===== src/rtl/ai_switch_pkg.sv =====
// ai_switch_pkg: register map, ID value and field widths shared by the management block.
package ai_switch_pkg;
    localparam logic [7:0]  REG_ID         = 8'h00;
    localparam logic [7:0]  REG_CTRL       = 8'h04;
    localparam logic [7:0]  REG_QOS_BASE   = 8'h20;
    localparam logic [7:0]  REG_ROUTE_BASE = 8'h40;
    localparam logic [7:0]  REG_FWD_BASE   = 8'h80;
    localparam logic [7:0]  REG_DROP_BASE  = 8'hA0;
    localparam logic [31:0] ID_VALUE       = 32'h4149_0001;
    localparam int          QOS_W          = 4;
endpackage


===== src/rtl/ai_sat_counter.sv =====
// ai_sat_counter: 32-bit event counter that sticks at all-ones; clear beats increment.
module ai_sat_counter (
    input  logic        clk,
    input  logic        rst,
    input  logic        inc,
    input  logic        clr,
    output logic [31:0] cnt
);
    always_ff @(posedge clk) begin
        if (rst || clr) cnt <= '0;
        else if (inc && !(&cnt)) cnt <= cnt + 32'd1;
    end
endmodule


===== src/rtl/ai_switch_mgmt_regs.sv =====
// ai_switch_mgmt_regs: management-bus responder owning switch configuration and per-port telemetry.
module ai_switch_mgmt_regs
    import ai_switch_pkg::*;
#(
    parameter int N_PORTS  = 4,
    parameter int N_ROUTES = 16,
    parameter int PORT_W   = $clog2(N_PORTS)
) (
    input  logic                         mgmt_clk,
    input  logic                         mgmt_rst,
    input  logic                         mgmt_sel,
    input  logic [7:0]                   mgmt_addr,
    input  logic [31:0]                  mgmt_wdata,
    input  logic                         mgmt_write,
    output logic [31:0]                  mgmt_rdata,
    output logic                         mgmt_err,
    output logic                         cfg_enable,
    output logic [N_ROUTES*PORT_W-1:0]   cfg_route,
    output logic [N_PORTS*QOS_W-1:0]     cfg_qos,
    input  logic [N_PORTS-1:0]           stat_fwd_pulse,
    input  logic [N_PORTS-1:0]           stat_drop_pulse
);
    localparam int ROUTE_W = $clog2(N_ROUTES);
    logic [5:0] word, off_q, off_r, off_f, off_d;
    logic hit_id, hit_ctrl, hit_q, hit_r, hit_f, hit_d, hit, wr, clr_all;
    logic [31:0] rd;
    logic [QOS_W-1:0] qos [N_PORTS];
    logic [PORT_W-1:0] route [N_ROUTES];
    logic [31:0] fwd_cnt [N_PORTS];
    logic [31:0] drop_cnt [N_PORTS];

    // Offsets wrap below their base, so a single upper-bound compare decodes each window.
    assign word     = mgmt_addr[7:2];
    assign off_q    = word - REG_QOS_BASE[7:2];
    assign off_r    = word - REG_ROUTE_BASE[7:2];
    assign off_f    = word - REG_FWD_BASE[7:2];
    assign off_d    = word - REG_DROP_BASE[7:2];
    assign hit_id   = word == REG_ID[7:2];
    assign hit_ctrl = word == REG_CTRL[7:2];
    assign hit_q    = off_q < 6'(N_PORTS);
    assign hit_r    = off_r < 6'(N_ROUTES);
    assign hit_f    = off_f < 6'(N_PORTS);
    assign hit_d    = off_d < 6'(N_PORTS);
    assign hit      = hit_id | hit_ctrl | hit_q | hit_r | hit_f | hit_d;
    assign wr       = mgmt_sel & mgmt_write;
    assign clr_all  = wr & hit_ctrl & mgmt_wdata[1];

    assign rd = hit_id   ? ID_VALUE :
                hit_ctrl ? {31'b0, cfg_enable} :
                hit_q    ? {{(32-QOS_W){1'b0}}, qos[off_q[PORT_W-1:0]]} :
                hit_r    ? {{(32-PORT_W){1'b0}}, route[off_r[ROUTE_W-1:0]]} :
                hit_f    ? fwd_cnt[off_f[PORT_W-1:0]] :
                hit_d    ? drop_cnt[off_d[PORT_W-1:0]] : '0;

    always_ff @(posedge mgmt_clk) begin
        if (mgmt_rst) begin
            mgmt_rdata <= '0;
            mgmt_err   <= 1'b0;
            cfg_enable <= 1'b0;
            for (int p = 0; p < N_PORTS; p++) qos[p] <= QOS_W'(1);
            for (int i = 0; i < N_ROUTES; i++) route[i] <= PORT_W'(i % N_PORTS);
        end else begin
            mgmt_err <= mgmt_sel & ~hit;
            if (mgmt_sel & ~mgmt_write) mgmt_rdata <= rd;
            if (wr & hit_ctrl) cfg_enable <= mgmt_wdata[0];
            if (wr & hit_q)
                qos[off_q[PORT_W-1:0]] <= (mgmt_wdata[QOS_W-1:0] == '0) ? QOS_W'(1) : mgmt_wdata[QOS_W-1:0];
            if (wr & hit_r) route[off_r[ROUTE_W-1:0]] <= mgmt_wdata[PORT_W-1:0];
        end
    end

    for (genvar i = 0; i < N_ROUTES; i++) begin : g_route
        assign cfg_route[i*PORT_W +: PORT_W] = route[i];
    end

    for (genvar p = 0; p < N_PORTS; p++) begin : g_cnt
        assign cfg_qos[p*QOS_W +: QOS_W] = qos[p];
        ai_sat_counter u_fwd (
            .clk(mgmt_clk), .rst(mgmt_rst), .inc(stat_fwd_pulse[p]), .clr(clr_all), .cnt(fwd_cnt[p])
        );
        ai_sat_counter u_drop (
            .clk(mgmt_clk), .rst(mgmt_rst), .inc(stat_drop_pulse[p]), .clr(clr_all), .cnt(drop_cnt[p])
        );
    end
endmodule


===== config.mk =====
export PLATFORM = sky130hd
export DESIGN_NAME = ai_switch_mgmt_regs
export DESIGN_NICKNAME = d
export VERILOG_FILES = /design/src/rtl/ai_switch_pkg.sv /design/src/rtl/ai_sat_counter.sv /design/src/rtl/ai_switch_mgmt_regs.sv
export SDC_FILE = /design/constraint.sdc
export NUM_CORES = 1
export LEC_CHECK = 0
export ABC_AREA = 1
export ABC_CLOCK_PERIOD_IN_PS = 2650
export CAP_MARGIN = 40
export CELL_PAD_IN_SITES_DETAIL_PLACEMENT = 0
export CELL_PAD_IN_SITES_GLOBAL_PLACEMENT = 1
export CORE_ASPECT_RATIO = 0.9
export CORE_MARGIN = 10
export CORE_UTILIZATION = 43
export DETAILED_ROUTE_END_ITERATION = 6
export PLACE_DENSITY_LB_ADDON = 0.1
export SETUP_SLACK_MARGIN = 0.4
export SYNTH_ARGS = -nofsm -noshare
export SYNTH_HDL_FRONTEND = slang
export SYNTH_SLANG_ARGS = --single-unit

===== constraint.sdc =====
create_clock -name mgmt_clk -period 2.65 [get_ports mgmt_clk]
set_clock_uncertainty 0.2 [all_clocks]
set_input_delay 0.53 -clock mgmt_clk [delete_from_list [all_inputs] [get_ports mgmt_clk]]
set_output_delay 0.53 -clock mgmt_clk [all_outputs]
set_load 0.05 [all_outputs]

==> results.tsv, run 1 <==
stage	metric	value	unit
run_status	outcome	complete, no violations	
layout	syn_to_final_growth	25.03	%
logic_synthesis	synth_cell_types	43	
logic_synthesis	postSynthAreaPerCell	6.310	um2
placement	pre_cts_ws	-229.5	ps
drt	avgRoutedWirePerCell	19.76	um
setup_path	critPathCaptureType	output pin	
global_routing	antenna_found_initial	0	
sta	setup_viol_count_final	0	
logic_synthesis	syn-num-nets	3348	
layout	layout-drive-gt1-share	12.46	%
layout	diodes	0	
logic_synthesis	synth_seq_cells	338	
setup_path	timing.rr.end	g_cnt[3].u_fwd.cnt[28]	
logic_synthesis	async_reset_ff_share	0	%
setup_path	required	1920	ps
clocking	numClockSinks	338	
setup_path	crit_buf_inv	1	
min_path	hold_start	g_cnt[1].u_drop.cnt[0]	
sta	worstMarginPinSlew	619.0	ps
job	cap_violations	0	
sta	min_period	2251	ps
clocking	cts_tree	done	
setup_path	critical_path.max_stage_delay	550	ps
global_routing	grt_max_degree	33	
layout	final_core_utilization	54.22	%
clocking	worstSkewPairLatency	580	ps
global_routing	grt_pass1_vias	21540	
min_path	hold_end	g_cnt[1].u_drop.cnt[0]	
drt	antenna_left	0	
setup_path	worstPathCellList	dlygate4sd2_1	
global_routing	grt_overflow	0	
setup_path	slowest_stage	dlygate4sd2_1	
min_path	holdCritPathClass	reg2reg	
setup_path	cp_top_family	buffers and inverters	
setup_path	rrSetupSlack	500	ps
sta	hold_viol_final	0	
setup_path	crit_fanout	2	
placement	io_buffers	103	
logic_synthesis	synth_seq_area_share	34.94	%
pwr	p_leak	9.471	nW
clocking	cts_hold_buf	0	
drt	drt_wl_total	82.74	mm
sta	finalCritPeriodShare	84.96	%
sta	finalWorstSetupSlack	398.5	ps
floorplanning	fp-row-count	76	
layout	nNetsFinal	3593	
global_routing	grt_pass1_wl	126.5	mm
logic_synthesis	synthCells	3287	
placement	hpwl	64.86	mm
layout	design_area	0.02593	mm2
sta	finalMaxSlewViolations	0	
placement	dp_cells	4102	
global_routing	grt_usage	27.89	%
setup_path	cp-startpoint	route[6][1]	
clocking	clkTransAtPathRegs	60	ps
pwr	vdd_drop_max	492.0	uV
floorplanning	core	0.04783	mm2
setup_path	crit_type	reg2out	
drt	viasPerCell	5.459	
logic_synthesis	synth_edf_count	48	
floorplanning	dieArea	0.05743	mm2
sta	maxSlewHeadroom	58.42	%
pwr	p_total	12.73	mW
sta	fmax	444.2	MHz
logic_synthesis	yosys_warnings	0	
placement	place_area	0.02399	mm2
floorplanning	ios	134	
setup_path	crit_path_start_kind	register	
clocking	cts_buffer_depth	3	
clocking	cts_buffers	41	
drt	dr.pass1.iters	5	
setup_path	cp.arrival	1520	ps
pwr	p_per_area	490.9	mW/mm2
clocking	htreeDepth	2	
layout	fin_cells	4188	
layout	final_common_cell	nand2_1	
clocking	cts_root_buffer	clkbuf_16	
drt	vias	22860	
setup_path	worstReg2RegStart	g_cnt[3].u_fwd.cnt[9]	
placement	place.gp.congestion	1.040	
logic_synthesis	syn_area	0.02074	mm2
drt	drc	0	
logic_synthesis	synth-main-ff-cell	dfxtp_1	
setup_path	r2r_cells	7	
sta	rsz0062_at_grt	true	
floorplanning	die_width	251.5	um
drt	drtIter0Drc	2075	
floorplanning	start_util	43.36	%
min_path	min_path_cells	1	
floorplanning	die_h	228.4	um
layout	final_cell_mix	nand2_1, nor2_1, dfxtp_1	
## logic make-up (layout without fill, tap and decap cells)
kind of cell / after synthesis / after routing / share of synthesized area, %
xor+xnor: 167 / 167 / 7.052
simple gates: 1927 / 1927 / 37.67
buf+inv: 394 / 671 / 7.848
fa+ha+maj: 9 / 9 / 0.5429
compound gates: 452 / 452 / 11.94
flops: 338 / 338 / 34.94
## timing repair
action	4_1_cts	5_1_grt
endpoints found under the setup margin	234	302
setup buffers	4	5
resized for setup	197	109
gates cloned	0	2
pin swaps	1	10
## area by class of cell
| cell class | count | area, um2 |
|---|---|---|
| multi-input combinational | 2555 | 12200 |
| fill | 4849 | 21900 |
| timing repair buffer | 331 | 3237 |
| clock buffer | 57 | 1194 |
| tap | 624 | 780.7 |
| clock inverter | 18 | 242.7 |
| inverter | 265 | 1013 |
| sequential | 338 | 7267 |
## synthesized netlist by cell type (2+ instances only)
library cell | instances | area [um2]
nand2_1 | 1165 | 4373
nor2_1 | 435 | 1633
dfxtp_1 | 290 | 5806
a21oi_1 | 255 | 1276
inv_1 | 249 | 934.7
xor2_1 | 123 | 1077
nand3_1 | 112 | 560.5
nor3_1 | 109 | 545.5
o21ai_0 | 97 | 485.5
nand4_1 | 68 | 425.4
clkbuf_1 | 56 | 210.2
o22ai_1 | 55 | 344.1
edfxtp_1 | 48 | 1441
buf_2 | 47 | 235.2
xnor2_1 | 44 | 385.4
o2111ai_1 | 26 | 227.7
buf_4 | 22 | 165.2
inv_2 | 12 | 45.04
nand3b_1 | 10 | 75.07
ha_1 | 9 | 112.6
nor3b_1 | 6 | 45.04
nor4_1 | 5 | 31.28
a31oi_1 | 4 | 25.02
clkinv_1 | 4 | 15.01
nor2_2 | 4 | 25.02
or2_2 | 4 | 25.02
buf_1 | 3 | 11.26
nand2_2 | 3 | 18.77
o221ai_1 | 3 | 26.28
a211oi_1 | 2 | 15.01
and3_1 | 2 | 12.51
o21a_1 | 2 | 15.01
o21bai_1 | 2 | 15.01
o31ai_1 | 2 | 15.01
## sequential cells by signal, summed over array words and instances, names as in the netlist
signal and count:
route 32, cfg_enable 1, g_cnt.u_fwd.cnt 128, qos 16
mgmt_rdata 32, mgmt_err 1, g_cnt.u_drop.cnt 128
## stage by stage
stage	hold slack [ps]	setup TNS [ps]
6_report	266.6	0
3_3_place_gp	256.5	-15400
2_1_floorplan	247.3	0
4_1_cts	268.5	0
5_1_grt	285.0	0
3_5_place_dp	258.1	-20160
## per-layer routing
metal | up-vias | global-route usage (%) | wire, um
met4 | 0 | 13.10 | 4220
met1 | 10760 | 36.00 | 35450
met2 | 788 | 45.54 | 38210
li1 | 11130 | - | -
met3 | 184 | 3.558 | 4859
met5 | - | 0 | 0
## where the power goes
| group | switching [mW] | internal (mW) | leakage [nW] |
|---|---|---|---|
| logic | 0.859 | 0.451 | 5.96 |
| clock network | 2.42 | 3.66 | 0.695 |
| registers | 0.0726 | 5.27 | 2.81 |
## worst max path at each step
| stage | endpoint | slack (ps) | cells after the start |
|---|---|---|---|
| 2_1_floorplan | qos[0][0] | 360 | 8 |
| 3_3_place_gp | qos[2][0] | -250 | 11 |
| 3_5_place_dp | qos[2][0] | -230 | 11 |
| 4_1_cts | mgmt_rdata[9] | 300 | 1 |
| 5_1_grt | g_cnt[2].u_fwd.cnt[21] | 380 | 10 |
| 6_report | cfg_route[13] | 400 | 1 |
(Power assumes the default switching activity.)
==> run 2, diff against run 1 <==
- ABC_CLOCK_PERIOD_IN_PS: 2650 -> 2330
- clock period: 2.65 -> 2.33 ns (I/O delays scaled with it)
==> run 2 against run 1 <==
Effect of this change:
- final area is 15% higher
- hold slack better by 6.6 ps
- via count is 5.9% higher
- sequential power is 14% higher
- sequential share of layout area is 3.0 points lower
- register-to-register slack worse by 150 ps
- clock power is 12% higher
- wire length is 10% higher
- die area stayed put
- highest routed layer unchanged
==> results.tsv, run 2 (synthesis results as in run 1) <==
stage	metric	value	unit
setup_path	crit_path_start_kind	register	
layout	nNetsFinal	3802	
placement	place_area	0.02477	mm2
sta	finalWorstSetupSlack	352.3	ps
floorplanning	fp-row-count	76	
setup_path	timing.rr.end	g_cnt[1].u_drop.cnt[2]	
layout	final_core_utilization	62.26	%
placement	hpwl	66.62	mm
global_routing	met3_usage	3.762	%
min_path	hold_start	g_cnt[3].u_drop.cnt[26]	
layout	layout-drive-gt1-share	29.27	%
sta	finalMaxSlewViolations	0	
layout	fin_cells	4397	
global_routing	use_met2	46.66	%
global_routing	busiest_layer	met2	
setup_path	cp.arrival	2250	ps
global_routing	grt_usage	29.36	%
global_routing	grt_use_met1	39.94	%
drt	viasPerCell	5.507	
drt	vias	24210	
floorplanning	die_h	228.4	um
drt	antenna_left	0	
clocking	cts_tree	done	
clocking	cts_root_buffer	clkbuf_16	
clocking	clkTransAtPathRegs	60	ps
layout	final_cell_mix	nand2_1, buf_4, nor2_1	
min_path	holdCritPathClass	reg2reg	
clocking	cts_buffers	42	
layout	final_common_cell	nand2_1	
floorplanning	start_util	43.36	%
floorplanning	die_width	251.5	um
clocking	htreeDepth	2	
clocking	cts_hold_buf	0	
global_routing	grt_max_degree	32	
floorplanning	dieArea	0.05743	mm2
sta	setup_viol_count_final	0	
setup_path	r2r_cells	12	
drt	drtIter0Drc	2335	
min_path	hold_end	g_cnt[3].u_drop.cnt[26]	
placement	place.gp.congestion	0.9961	
layout	syn_to_final_growth	43.58	%
pwr	vdd_drop_max	459.3	uV
sta	worstMarginPinSlew	550.9	ps
sta	fin_setup_tns	0	ps
drt	drt_wl_total	91.01	mm
clocking	cts_buffer_depth	3	
sta	holdWs	273.2	ps
layout	design_area	0.02978	mm2
sta	finalCritPeriodShare	84.88	%
setup_path	rrSetupSlack	350	ps
pwr	p_per_area	495.8	mW/mm2
drt	avgRoutedWirePerCell	20.70	um
global_routing	antenna_found_initial	0	
run_status	outcome	complete, no violations	
floorplanning	core	0.04783	mm2
clocking	worstSkewPairLatency	580	ps
drt	drc	0	
setup_path	worstPathCellList	ha_4 > nand2_4 > nor3_4 > nand2_2 > nor2_4 > nand2_4 > nand2_8 > buf_12 > buf_12 > o21ai_2 > nand2_1 > nor2_1	
setup_path	crit_fanout	8	
drt	dr.pass1.iters	6	
placement	io_buffers	103	
min_path	min_path_cells	2	
layout	top_regs	g_cnt.u_drop.cnt x128, g_cnt.u_fwd.cnt x128	
setup_path	required	2600	ps
clocking	numClockSinks	338	
sta	maxSlewHeadroom	63.23	%
global_routing	grt_pass1_vias	22180	
global_routing	grt_overflow	0	
setup_path	critical_path.max_stage_delay	370	ps
pwr	p_leak	11.60	nW
placement	pre_cts_ws	-430.3	ps
placement	dp_cells	4192	
floorplanning	ios	134	
job	cap_violations	0	
global_routing	grt_pass1_wl	132.4	mm
sta	rsz0062_at_grt	true	
setup_path	slowest_stage	dfxtp_4	
sta	min_period	1978	ps
sta	fmax	505.6	MHz
setup_path	worstReg2RegStart	g_cnt[1].u_drop.cnt[0]	
pwr	p_total	14.76	mW
setup_path	crit_type	reg2reg	
setup_path	critPathCaptureType	register	
sta	hold_viol_final	0	
-- run 2: changes by cell type in the layout (fill, tap and decap cells not counted), moves of 32 or more --
cell,previous run,this run
nor2_2,23,59
dfxtp_1,276,172
nand2_2,7,65
buf_4,185,365
nor3_1,99,56
dfxtp_2,13,91
buf_6,5,44
nand2_1,1155,1062
a21oi_1,255,194
nor2_1,408,349
nand2_4,6,38
a21oi_2,0,60
-- run 2: critical path, delay by kind of cell, from the launching register on --
family	cells	cell delay, ps
DFF	1	370
AOI/OAI and AO/OA	1	50
and+or+nand+nor	8	830
adders and majority gates	1	150
buffers and inverters	2	260
-- run 2: repair_timing --
item / 4_1_cts / 5_1_grt
setup endpoints to repair: 412 / 325
cloned: 15 / 14
setup buffers: 43 / 57
pin swaps: 35 / 133
gates resized for setup: 544 / 492
-- run 2: worst max-delay path by stage --
stage / from / cells past startpoint / slack [ps] / to
global placement: mgmt_addr[3] / 11 / -420 / mgmt_rdata[27]
detailed placement: mgmt_addr[3] / 11 / -430 / mgmt_rdata[27]
floorplan: mgmt_rst / 6 / 340 / route[11][0]
finish: g_cnt[1].u_drop.cnt[0] / 12 / 350 / g_cnt[1].u_drop.cnt[2]
global route: g_cnt[1].u_drop.cnt[0] / 12 / 250 / g_cnt[1].u_drop.cnt[2]
CTS: mgmt_rdata[29] / 1 / 320 / mgmt_rdata[29]
-- run 2: routing by layer --
layer | share of wire (%) | wire, um | up-vias
met5 | 0 | 0 | -
met4 | 4.1 | 3717 | 0
met3 | 6.9 | 6307 | 194
met2 | 46 | 41420 | 971
met1 | 43 | 39570 | 11480
li1 | - | - | 11570
-- run 2: cell type report --
| type | instances | area, um2 |
|---|---|---|
| clock buffers | 63 | 1294 |
| clock inverters | 12 | 116.4 |
| multi-input cells | 2555 | 13710 |
| inverters | 265 | 1070 |
| diodes | 1 | 2.502 |
| well taps | 624 | 780.7 |
| fillers | 4411 | 18050 |
| repair buffers | 539 | 5348 |
| flip-flops and latches | 338 | 7462 |
-- run 2: power breakdown --
group | switching, mW | internal [mW] | leakage, nW | total, mW
logic | 1.13 | 0.752 | 8.03 | 1.88
clock network | 2.77 | 4.05 | 0.690 | 6.81
registers | 0.0976 | 5.97 | 2.87 | 6.07
==> run 3, diff against run 2 <==
- ABC_CLOCK_PERIOD_IN_PS: 2330 -> 1700
- CORE_UTILIZATION: 43 -> 39
- clock period: 2.33 -> 1.7 ns (I/O delays scaled with it)
==> run 3 against run 2 <==
Effect of this change:
- the run now ends with negative setup slack left
- hold slack lost 190 ps
- utilization up 13 points
- wire length is 21% higher
- critical path depth grew 1
- setup slack got worse by 670 ps
- global-route usage increased by 2.7 points
- first-iteration DRC count rose by 5.3%
- via count up 14%
- largest cell class unchanged
==> results.tsv, run 3 (synthesis results as in run 1) <==
stage	metric	value	unit
sta	setup_viol_count_final	331	
clocking	cts_hold_buf	0	
setup_path	required	1970	ps
sta	finalCritPeriodShare	118.9	%
setup_path	crit_type	reg2reg	
setup_path	crit_path_start_kind	register	
floorplanning	core	0.05285	mm2
sta	fin_setup_tns	-55970	ps
drt	avgRoutedWirePerCell	21.64	um
pwr	p_per_area	547.5	mW/mm2
layout	final_cell_mix	nand2_1, buf_4, nor2_1	
floorplanning	dieArea	0.06282	mm2
placement	place.gp.congestion	1.014	
drt	viasPerCell	5.422	
clocking	cts_tree	done	
sta	rsz0062_at_grt	true	
placement	hpwl	74.33	mm
job	cap_violations	0	
setup_path	critPathMostFrequentCell	nand2_4	
floorplanning	start_util	39.24	%
layout	nNetsFinal	4399	
pwr	internal_power	15.68	mW
layout	syn_to_final_growth	91.68	%
sta	min_period	2021	ps
min_path	holdCritPathClass	in2reg	
placement	dp_cells	4781	
floorplanning	fp-row-count	80	
layout	multi_input_area	0.01689	mm2
pwr	p_clk_share	44.8	%
floorplanning	ios	134	
sta	holdWs	86.73	ps
placement	pre_cts_ws	-934.5	ps
clocking	htreeDepth	2	
sta	maxSlewHeadroom	65.38	%
sta	worstMarginPinSlew	519.4	ps
drt	antenna_left	0	
sta	finalMaxSlewViolations	0	
layout	fill_cells	3832	
layout	final_common_cell	nand2_1	
layout	top_regs	g_cnt.u_drop.cnt x128, g_cnt.u_fwd.cnt x128	
pwr	p_leak	17.14	nW
global_routing	grt_max_degree	30	
global_routing	grt_overflow	0	
drt	drc	0	
setup_path	crit_buf_inv	3	
setup_path	cp_top_family	simple AND/OR/NAND/NOR gates	
drt	dr.pass1.iters	5	
drt	drtIter0Drc	2459	
clocking	cts_buffer_depth	3	
setup_path	crit_fanout	8	
clocking	cts_root_buffer	clkbuf_16	
global_routing	antenna_found_initial	1	
pwr	vdd_drop_max	793.7	uV
run_status	outcome	finished with violations	
layout	diodes	0	
global_routing	grt_pass1_vias	26920	
setup_path	critical_path.max_stage_delay	360	ps
clocking	numClockSinks	338	
sta	hold_viol_final	0	
global_routing	grt_usage	32.03	%
pwr	p_sw	6.087	mW
run_status	failed_checks	negative setup slack	
clocking	cts_buffers	43	
layout	regArea	0.007481	mm2
pwr	switching_share	27.96	%
global_routing	grt_pass1_wl	158.1	mm
setup_path	worstPathCellList	ha_4 > nand2_4 > nor3_4 > nand2_2 > nor2_4 > nand2_4 > nand2_8 > buf_12 > clkinv_16 > nand2_4 > nand2_1 > inv_1 > nor2_1	
drt	vias	27490	
sta	finalWorstSetupSlack	-320.7	ps
pwr	seqPwrFrac	38.2	%
sta	fmax	494.9	MHz
setup_path	cp.arrival	2290	ps
clocking	worstSkewPairLatency	590	ps
floorplanning	die_width	263.1	um
drt	drt_wl_total	109.7	mm
setup_path	critPathCaptureType	register	
layout	layout-drive-gt1-share	52.68	%
layout	final_core_utilization	75.22	%
placement	io_buffers	103	
layout	fin_cells	5069	
floorplanning	die_h	238.8	um
clocking	clkTransAtPathRegs	60	ps
pwr	combPwrFrac	17.0	%
setup_path	slowest_stage	dfxtp_2	
-- run 3: cell types whose count changed in the layout (fill, tap and decap cells not counted), moves of 128 or more --
cell,before,now
buf_4,365,794
nand2_1,1062,795
nand2_2,65,193
nand2_4,38,173
a21oi_1,194,66
a21oi_2,60,188
-- run 3: timing repair --
action | 4_1_cts | 5_1_grt
setup buffers | 110 | 50
gates resized for setup | 930 | 572
pin swaps | 266 | 254
endpoints found under the setup margin | 468 | 462
cloned | 40 | 9
-- run 3: metal layers --
layer / share of wire (%) / track usage (%)
met1: 41 / 40.37
met2: 46 / 51.86
met3: 7.3 / 5.906
met4: 5.8 / 15.98
met5: 0.0091 / 0
-- run 3: metrics by stage --
step                      area [um2]  power [mW]
after floorplan                22010       9.707
after global routing           39760       22.29
final                          39760       21.77
after detailed placement       30580       11.04
after CTS                      36960       21.49
after global placement         30580       11.01
-- run 3: worst min-delay path, stage by stage --
cell and delay, ps:
clkdlybuf4s15_1 220, buf_4 160, nand2_1 60, nor4_1 40
-- run 3: final cells by class --
class	count	share of cell area [%]
clock inverter	17	0.4689
tap	697	2.194
clock buffer	62	3.220
timing repair buffer	1127	29.56
inverter	265	2.940
timing repair inverter	8	0.3242
multi-input combinational	2555	42.48
sequential	338	18.82
-- run 3: final timing paths --
check	slack (ps)	end	cells after the start	start
worst min register to register	290	g_cnt[0].u_drop.cnt[10]	2	g_cnt[0].u_drop.cnt[10]
worst max register to register	-320	g_cnt[1].u_drop.cnt[17]	13	g_cnt[1].u_drop.cnt[0]
worst min-delay path	90	mgmt_err	4	mgmt_sel
worst max-delay path	-320	g_cnt[1].u_drop.cnt[17]	13	g_cnt[1].u_drop.cnt[0]
-- run 3: power groups by stage --
stage | sequential (mW) | combinational (mW) | clock, mW
floorplan | 8.74 | 0.962 | 0
global placement | 8.53 | 2.49 | 0
detailed placement | 8.53 | 2.51 | 0
CTS | 8.33 | 3.34 | 9.81
global route | 8.33 | 3.82 | 10.1
finish | 8.32 | 3.70 | 9.75
